--- src/rtl/muldiv_unit.sv ---
// Iterative signed multiply / divide unit.
// Multiply uses shift-add over the operand magnitudes. Divide uses a restoring
// shift-subtract over the magnitudes. A single FIX cycle at the end applies the
// sign correction.
module muldiv_unit #(
   parameter int unsigned WIDTH = 16
) (
   input  logic             clk,
   input  logic             rst,
   input  logic             start,
   input  logic             op,
   input  logic [WIDTH-1:0] data_1,
   input  logic [WIDTH-1:0] data_2,
   output logic             busy,
   output logic             done,
   output logic [WIDTH-1:0] result_lo,
   output logic [WIDTH-1:0] result_hi,
   output logic             div_by_zero
);

   localparam int unsigned CNT_W = $clog2(WIDTH + 1);
   localparam int unsigned PW    = 2 * WIDTH;

   typedef enum logic [1:0] {
      IDLE = 2'd0,
      CALC = 2'd1,
      FIX  = 2'd2
   } state_t;

   state_t             state_q, state_d;

   // Operation context captured at the accepting edge
   logic               op_q, op_d;
   logic               sign_a_q, sign_a_d;
   logic               sign_b_q, sign_b_d;
   logic               dz_q, dz_d;
   logic [CNT_W-1:0]   cnt_q, cnt_d;

   // Iteration registers: acc is the product high half / partial remainder,
   // lo is the multiplier / dividend being shifted out, opnd the fixed operand
   logic [WIDTH-1:0]   acc_q, acc_d;
   logic [WIDTH-1:0]   lo_q, lo_d;
   logic [WIDTH-1:0]   opnd_q, opnd_d;

   logic               busy_d, done_d, div_by_zero_d;
   logic [WIDTH-1:0]   result_lo_d, result_hi_d;

   logic               accept_c;
   logic               zero_div_c;
   logic               last_iter_c;
   logic [WIDTH-1:0]   mag_1_c, mag_2_c;
   logic [WIDTH:0]     mul_sum_c;
   logic [WIDTH:0]     div_shift_c;
   logic [WIDTH:0]     div_trial_c;
   logic [PW-1:0]      prod_mag_c, prod_c;
   logic [WIDTH-1:0]   quo_c, rem_c, dividend_c;

   // Operand magnitudes. The most negative value maps onto itself, which is
   // the correct unsigned magnitude.
   assign mag_1_c     = data_1[WIDTH-1] ? -data_1 : data_1;
   assign mag_2_c     = data_2[WIDTH-1] ? -data_2 : data_2;

   assign accept_c    = (state_q == IDLE) && start;
   assign zero_div_c  = op && (data_2 == '0);
   assign last_iter_c = (cnt_q == CNT_W'(WIDTH - 1));

   // One shift-add step: add the multiplicand when the multiplier LSB is set
   assign mul_sum_c   = {1'b0, acc_q} + (lo_q[0] ? {1'b0, opnd_q} : '0);

   // One restoring step: bring in the next dividend bit and try to subtract
   assign div_shift_c = {acc_q, lo_q[WIDTH-1]};
   assign div_trial_c = div_shift_c - {1'b0, opnd_q};

   // Sign correction applied in FIX
   assign prod_mag_c  = {acc_q, lo_q};
   assign prod_c      = (sign_a_q ^ sign_b_q) ? -prod_mag_c : prod_mag_c;
   assign quo_c       = (sign_a_q ^ sign_b_q) ? -lo_q : lo_q;
   assign rem_c       = sign_a_q ? -acc_q : acc_q;
   assign dividend_c  = sign_a_q ? -lo_q : lo_q;

   // State register
   always_ff @(posedge clk or posedge rst) begin
      if (rst) begin
         state_q <= IDLE;
      end else begin
         state_q <= state_d;
      end
   end

   // Next-state logic; a divide by zero jumps straight to FIX
   always_comb begin
      state_d = state_q;
      case (state_q)
         IDLE: begin
            if (start) begin
               state_d = zero_div_c ? FIX : CALC;
            end
         end
         CALC: begin
            if (last_iter_c) begin
               state_d = FIX;
            end
         end
         FIX:     state_d = IDLE;
         default: state_d = IDLE;
      endcase
   end

   // Datapath and output next values
   always_comb begin
      op_d          = op_q;
      sign_a_d      = sign_a_q;
      sign_b_d      = sign_b_q;
      dz_d          = dz_q;
      cnt_d         = cnt_q;
      acc_d         = acc_q;
      lo_d          = lo_q;
      opnd_d        = opnd_q;
      busy_d        = busy;
      done_d        = 1'b0;
      div_by_zero_d = div_by_zero;
      result_lo_d   = result_lo;
      result_hi_d   = result_hi;

      case (state_q)
         IDLE: begin
            if (accept_c) begin
               op_d     = op;
               sign_a_d = data_1[WIDTH-1];
               sign_b_d = data_2[WIDTH-1];
               dz_d     = zero_div_c;
               cnt_d    = '0;
               acc_d    = '0;
               busy_d   = 1'b1;
               if (op) begin
                  lo_d   = mag_1_c;
                  opnd_d = mag_2_c;
               end else begin
                  lo_d   = mag_2_c;
                  opnd_d = mag_1_c;
               end
            end
         end
         CALC: begin
            cnt_d = cnt_q + CNT_W'(1);
            if (op_q) begin
               if (!div_trial_c[WIDTH]) begin
                  acc_d = div_trial_c[WIDTH-1:0];
                  lo_d  = {lo_q[WIDTH-2:0], 1'b1};
               end else begin
                  acc_d = div_shift_c[WIDTH-1:0];
                  lo_d  = {lo_q[WIDTH-2:0], 1'b0};
               end
            end else begin
               acc_d = mul_sum_c[WIDTH:1];
               lo_d  = {mul_sum_c[0], lo_q[WIDTH-1:1]};
            end
         end
         FIX: begin
            busy_d = 1'b0;
            done_d = 1'b1;
            if (dz_q) begin
               result_lo_d   = '1;
               result_hi_d   = dividend_c;
               div_by_zero_d = 1'b1;
            end else if (op_q) begin
               result_lo_d   = quo_c;
               result_hi_d   = rem_c;
               div_by_zero_d = 1'b0;
            end else begin
               result_lo_d   = prod_c[WIDTH-1:0];
               result_hi_d   = prod_c[PW-1:WIDTH];
               div_by_zero_d = 1'b0;
            end
         end
         default: begin
            busy_d = 1'b0;
         end
      endcase
   end

   // Datapath and output registers
   always_ff @(posedge clk or posedge rst) begin
      if (rst) begin
         op_q        <= 1'b0;
         sign_a_q    <= 1'b0;
         sign_b_q    <= 1'b0;
         dz_q        <= 1'b0;
         cnt_q       <= '0;
         acc_q       <= '0;
         lo_q        <= '0;
         opnd_q      <= '0;
         busy        <= 1'b0;
         done        <= 1'b0;
         div_by_zero <= 1'b0;
         result_lo   <= '0;
         result_hi   <= '0;
      end else begin
         op_q        <= op_d;
         sign_a_q    <= sign_a_d;
         sign_b_q    <= sign_b_d;
         dz_q        <= dz_d;
         cnt_q       <= cnt_d;
         acc_q       <= acc_d;
         lo_q        <= lo_d;
         opnd_q      <= opnd_d;
         busy        <= busy_d;
         done        <= done_d;
         div_by_zero <= div_by_zero_d;
         result_lo   <= result_lo_d;
         result_hi   <= result_hi_d;
      end
   end

endmodule

--- config.mk ---
export PLATFORM = sky130hd
export DESIGN_NAME = muldiv_unit
export DESIGN_NICKNAME = d
export VERILOG_FILES = /design/src/rtl/muldiv_unit.sv
export SDC_FILE = /design/constraint.sdc
export NUM_CORES = 1
export LEC_CHECK = 0
export BUFFER_PORTS_ARGS = -buffer_cell sky130_fd_sc_hd__buf_2
export CORE_MARGIN = 3
export CORE_UTILIZATION = 50
export CTS_BUF_LIST = sky130_fd_sc_hd__clkbuf_4 sky130_fd_sc_hd__clkbuf_8
export DETAILED_ROUTE_END_ITERATION = 8
export HOLD_SLACK_MARGIN = 0.02
export MAX_ROUTING_LAYER = met4
export PLACE_DENSITY = 0.7
export SETUP_SLACK_MARGIN = 0.05
export SLEW_MARGIN = 0
export SYNTH_ARGS = -nofsm -noshare
export SYNTH_HDL_FRONTEND = slang
export SYNTH_SLANG_ARGS = --single-unit
--- constraint.sdc ---
create_clock -name clk -period 2.7 [get_ports clk]
set_input_delay 0.135 -clock clk [delete_from_list [all_inputs] [get_ports clk]]
set_output_delay 0.135 -clock clk [all_outputs]
set_load 0.1 [all_outputs]
==> impl_results.md, run 1 <==
- Setup TNS: -609 ps
- Final Skew: 11.1 ps
- Fraction of registers with async set/reset: 1.00
- TritonRoute pass-1 iters: 5
- DIE WIDTH: 130 um
- Clk_lat worst skew: 390 ps
- Core Footprint: 0.0148 sq mm
- Max-cap violations: 0
- Least-Margin Pin Slew: 833 ps
- Fill cell count: 1,321
- Core Rows: 44
- Multi-input logic area: 0.00516 sq mm
- Chip height: around 130 um
- Root Driver: clkbuf_8
- Sequential element share of the synthesized area: 0.306
- Worst slew margin: 0.442
- Synthesized area: 0.00769 sq mm
- Initial detailed-routing violation count: around 670
- Hold Path Class: in2reg
- Highest Signal Layer: met4
- Setup ws final: -198 ps
- Number of H-tree levels: 3
- Setup crit start: lo_q[0]
- Top cell type's share of synthesized area: 0.306
- Final setup fails: 7
- Hold Vio Cnt, Final: 0
- Startpoint types: register
- Pin count of the biggest net entering global routing: 46
- Fmax: 345 MHz
- Max Slew Vio Count: 0
- Final core utilization: 0.632
- Critical R2R Launch: lo_q[0]
- Dpl ws: -176 ps
- Vias: 7,518
- Gpl congestion: ~1
- Crit path DAT: 3140 ps
- Synth unique cells: 75
- Die area: 0.0169 sq mm
- Fin crit share: 1.07
- Dominant synthesized flop cell: dfrtp_1
- DRC violations left: 0
- Initial antenna violation count: 0
- Mapped Cells: 982
- Layout cells sized above 1: 0.222
- Crit end category: register
- DP HPWL: 17,200 um
- Metal-1 WL: between 10,000 and 15,000 um
- Layout area overhead: 21.7%
- Status: complete, but fails checks
- DR WL/cell: 17.4 um
- ANT cells: 0
- Failing checks: negative setup slack
- Clock Tree Buf Depth: 2
- Worst Path Required: 2940 ps
- Grt total ovfl: 0
- Fin cells: 1,300
- Global-route wire length before repair: 35,500 um
- Port buffer count: 70
- Worst hold path startpoint: start
- Synthesized flop and latch total: 94
- Worst-path clk slew: 100 ps
- Met2 WL: between 9000 and 10,000 um
- Post-synth top area cell: dfrtp_1
- Min Tclk post-route: 2900 ps
- Total GRT Usage: 0.275
- EDFF count, synth: 0
- CP max FO: 5
- RSZ-0062 raised after global routing: true
- Top Ports: 71
- Reg area: 0.00235 sq mm
- Syn Nets: 1,058
- Fin nets: 1,187
- Initial Utilization: 0.519
- Antenna viol nets, final: 0
- CP Class: reg2reg
- Post-Route WL: about 23,000 um
- Placed cells: 1,270
- Vias in the first global route: 6,821
- CTS buffer count: 9
- Synth warnings: 0
- Vias per cell: 5.78
- Top cells by area, synth: dfrtp_1 31%, nand2_1 6.3%, ha_1 6.2%
- Clock sink total: 94
- Avg Synthesized Cell Area: 7.83 sq um
- CTS tree: done
- Met3 WL post-DR: 1350 um
cells in the mapped netlist, types with 13 or more instances:
cell type and number:
clkbuf_1 49, nor2_1 107, o21ai_1 40, a21oi_1 75, dfrtp_1 94, mux2i_1 31
nand3_1 13, a21o_1 14, o21ai_0 63, nor3_1 16, xnor2_1 49, xor2_1 41
nand2_1 129, ha_1 38, inv_1 39
final timing paths:
check	endpoint	slack [ps]	depth (start not counted)
hold / removal	state_q[0]	90	3
max in group asynchronous	lo_q[0]	1720	4
hold reg to reg	result_hi[11]	480	2
setup / recovery	acc_q[11]	-200	12
min in group asynchronous	result_hi[12]	290	3
setup reg to reg	acc_q[11]	-200	12
placed cells by master, fill, tap and decap left out, types with 28 or more instances in the layout:
master | Yosys | final
dfrtp_1 | 94 | 92
xnor2_1 | 49 | 49
a21oi_1 | 75 | 71
o21ai_0 | 63 | 63
buf_4 | 1 | 98
mux2i_1 | 31 | 28
buf_2 | 3 | 70
xor2_1 | 41 | 41
nor2_1 | 107 | 107
o21ai_1 | 40 | 37
inv_1 | 39 | 32
ha_1 | 38 | 31
nand2_1 | 129 | 127
state kept, by name (all words and copies together) (netlist names):
register	cells
cnt_q	5
lo_q	16
sign_b_q	1
result_hi	16
div_by_zero	1
result_lo	16
opnd_q	16
acc_q	16
op_q	1
dz_q	1
busy	1
done	1
sign_a_q	1
state_q	2
metal layers:
| layer | vias up | track usage |
|---|---|---|
| li1 | 3733 | - |
| met1 | 3482 | 0.400 |
| met2 | 264 | 0.386 |
| met3 | 39 | 0.0520 |
| met4 | 0 | 0.0899 |
| met5 | - | - |
logic make-up after synthesis:
family | share of synthesized area
muxes | 0.0448
and+or+nand+nor | 0.198
DFF | 0.306
xor gates and xnor gates | 0.103
adders and majority gates | 0.0670
AOI/OAI and AO/OA | 0.229
buffers and inverters | 0.0521
what timing repair did:
action | CTS | global route
resized for setup | 20 | 35
hold buffers | 1 | 0
setup endpoints to repair | 20 | 26
pin swaps | 12 | 9
setup buffers | 7 | 5
hold endpoints to repair | 16 | 0
cloned | 1 | 0
through the flow:
step / area [sq um] / hold slack [ps]
global placement: 8780 / 169
detailed placement: 8780 / 172
global route: 9360 / 110
floorplan: 7700 / 309
CTS: 9170 / 69.1
finish: 9360 / 88.6
critical path, cell delays in order (launching register included):
cell and delay [ps]:
dfrtp_2 450, inv_2 100, nor2_1 60, ha_1 320, buf_4 160, o21ai_1 130
a21oi_1 80, o31a_1 270, or4_4 430, a311o_1 320, a21oi_2 150, xor2_1 160
o221ai_1 130
cell type report:
type | count | share of cell area
tap | 184 | 0.0246
inverter | 40 | 0.0167
sequential | 94 | 0.252
clock buffer | 10 | 0.0140
timing repair buffer | 178 | 0.131
clock inverter | 6 | 0.0100
multi-input combinational | 788 | 0.552
Power of run 1 is left out: the tool's default activity adds up to more than one toggle a clock period on the data nets, which glitch-free logic cannot reach.
==> run 2: changes to the inputs <==
--- a/config.mk
+++ b/config.mk
@@ -8,13 +8,12 @@
 export BUFFER_PORTS_ARGS = -buffer_cell sky130_fd_sc_hd__buf_2
 export CORE_MARGIN = 3
 export CORE_UTILIZATION = 50
-export CTS_BUF_LIST = sky130_fd_sc_hd__clkbuf_4 sky130_fd_sc_hd__clkbuf_8
+export CTS_BUF_LIST = sky130_fd_sc_hd__clkbuf_4 sky130_fd_sc_hd__clkbuf_8 sky130_fd_sc_hd__clkbuf_16
 export DETAILED_ROUTE_END_ITERATION = 8
 export HOLD_SLACK_MARGIN = 0.02
 export MAX_ROUTING_LAYER = met4
 export PLACE_DENSITY = 0.7
 export SETUP_SLACK_MARGIN = 0.05
-export SLEW_MARGIN = 0
 export SYNTH_ARGS = -nofsm -noshare
 export SYNTH_HDL_FRONTEND = slang
 export SYNTH_SLANG_ARGS = --single-unit
==> run 2 against run 1 <==
Net effect: the flow still finishes with violations (negative setup slack); global-route usage rose by 0.19 points; wire length rose by 2.8%; worst setup slack improved by 65 ps; via count rose by 1.7%; final area rose by 2.9%; highest routed layer unchanged; sequential cell count did not move; first-iteration DRC count rose by 11%; count of clock-buffer cells in the layout did not move; register-to-register slack improved by 60 ps.
==> impl_results.md, run 2 (synthesis gave the netlist of run 1 again) <==
- Antenna viol nets, final: 0 (unchanged)
- Die area: 0.0169 sq mm (unchanged)
- Hold Path Class: in2reg (unchanged)
- Clock sink total: 94 (unchanged)
- Fin crit share: 1.05 (was 1.07)
- Grt total ovfl: 0 (unchanged)
- Top Ports: 71 (unchanged)
- FF-to-FF path depth: 12 (unchanged)
- Number of H-tree levels: 3 (unchanged)
- Critical R2R Launch: lo_q[0] (unchanged)
- Crit end category: register (unchanged)
- Dpl ws: -176 ps (unchanged)
- Failing checks: negative setup slack (unchanged)
- Clock Tree Buf Depth: 2 (unchanged)
- RSZ-0062 raised after global routing: true (unchanged)
- Status: complete, but fails checks (unchanged)
- Most common cell after layout, fill and taps aside: nand2_1 (unchanged)
- DP HPWL: 17,200 um (unchanged)
- Fin nets: 1,196 (was 1,187)
- DIE WIDTH: 130 um (unchanged)
- ANT cells: 0 (unchanged)
- Core Footprint: 0.0148 sq mm (unchanged)
- FF-to-FF End: acc_q[11] (unchanged)
- Initial detailed-routing violation count: 743 (was 668)
- Reg area: 0.00235 sq mm (unchanged)
- Commonest non-fill, non-tap cells in the layout: 127 x nand2_1, 107 x buf_4, 103 x nor2_1 (was 127 x nand2_1, 107 x nor2_1, 98 x buf_4)
- CTS tree: done (unchanged)
- Final setup fails: 3 (was 7)
- Final Skew: 5.76 ps (was 11.1 ps)
- Vias: 7,646 (was 7,518)
- Root Driver: clkbuf_16 (was clkbuf_8)
- Worst Path Required: 2910 ps (was 2940 ps)
- Max Slew Vio Count: 0 (unchanged)
- Port buffer count: 70 (unchanged)
- CTS buffer count: 9 (unchanged)
- Worst slew margin: 0.442 (about the same)
- Global-route wire length before repair: 35,700 um (was 35,500 um)
- Layout area overhead: 25.3% (was 21.7%)
- DRC violations left: 0 (unchanged)
- Least-Margin Pin Slew: 834 ps (was 833 ps)
- Fmax: 353 MHz (was 345 MHz)
- CP max FO: 5 (unchanged)
- Clk_lat worst skew: 360 ps (was 390 ps)
- Post-Route WL: 23,200 um (was 22,600 um)
- Final core utilization: 0.650 (was 0.632)
- CP Class: reg2reg (unchanged)
- Vias in the first global route: 6,804 (was 6,821)
- Max-cap violations: 0 (unchanged)
- Pin count of the biggest net entering global routing: 46 (unchanged)
- DR WL/cell: 17.7 um (was 17.4 um)
- Vias per cell: 5.84 (was 5.78)
- Hold Vio Cnt, Final: 0 (unchanged)
- Hold Crit Depth: 3 (unchanged)
- TritonRoute pass-1 iters: 5 (unchanged)
- Core Rows: 44 (unchanged)
- Worst-path clk slew: 70 ps (was 100 ps)
- R2R setup slack: -130 ps (was -200 ps)
- Worst hold path startpoint: start (unchanged)
- Min-Delay Endpoint: state_q[0] (unchanged)
- Startpoint types: register (unchanged)
- Setup ws final: -134 ps (was -198 ps)
- Multi-input logic area: 0.00527 sq mm (was 0.00516 sq mm)
- Initial antenna violation count: 0 (unchanged)
- Crit path DAT: 3050 ps (was 3140 ps)
- Fill cell count: 1,258 (was 1,321)
- Chip height: 130 um (unchanged)
- Min Tclk post-route: 2830 ps (was 2900 ps)
- Total GRT Usage: 0.277 (was 0.275)
- Initial Utilization: 0.519 (unchanged)
- Layout cells sized above 1: 0.241 (was 0.222)
- Gpl congestion: 0.986 (unchanged)
[run 2: timing repair]
action / 4_1_cts / 5_1_grt
hold buffers: 1 / 0
setup endpoints to repair: 17 / 26
resized for setup: 17 / 57
buffers inserted: 7 / 15
hold endpoints to repair: 16 / 0
pin swaps: 8 / 26
gates cloned: 1 / 0
[run 2: worst max-delay path: stages, from the launching register on]
cell      delay (ps)
dfrtp_2          450
inv_4            110
nor2_4            50
ha_4             240
buf_4            150
o21ai_2          150
a21oi_2           60
o31a_1           250
or4_4            450
a311o_1          340
a21oi_2          150
xor2_1           160
o221ai_1         130
[run 2: final cells by class]
| type | instances | area share |
|---|---|---|
| flip-flops and latches | 94 | 0.245 |
| well taps | 184 | 0.0239 |
| inverters | 40 | 0.0165 |
| repair buffers | 187 | 0.134 |
| multi-input cells | 788 | 0.548 |
| clock buffers | 10 | 0.0242 |
| clock inverters | 6 | 0.00974 |
[run 2: routing by layer]
layer / track usage / vias to the layer above / part of all wire
li1: - / 3743 / -
met1: 0.407 / 3555 / 0.46
met2: 0.389 / 303 / 0.44
met3: 0.0503 / 45 / 0.075
met4: 0.0825 / 0 / 0.027
met5: - / - / 0
[run 2: worst max path at each step]
stage | from | end | slack, ps | cells past startpoint
after floorplan | lo_q[0] | acc_q[12] | -50 | 11
final | lo_q[0] | acc_q[11] | -130 | 12
after global routing | lo_q[0] | acc_q[12] | -220 | 11
after global placement | lo_q[0] | acc_q[11] | -110 | 12
after CTS | lo_q[0] | acc_q[12] | -150 | 11
after detailed placement | lo_q[0] | acc_q[12] | -180 | 11
[run 2: through the flow]
step	hold WS [ps]	std cells	cell area (sq um)	setup TNS, ps
global route	147	1309	9630	-1130
floorplan	309	982	7700	-55.8
finish	113	1309	9630	-259
global placement	169	1270	8780	-213
CTS	107	1295	9250	-400
detailed placement	172	1270	8780	-520
Power of run 2 is left out for the same reason.
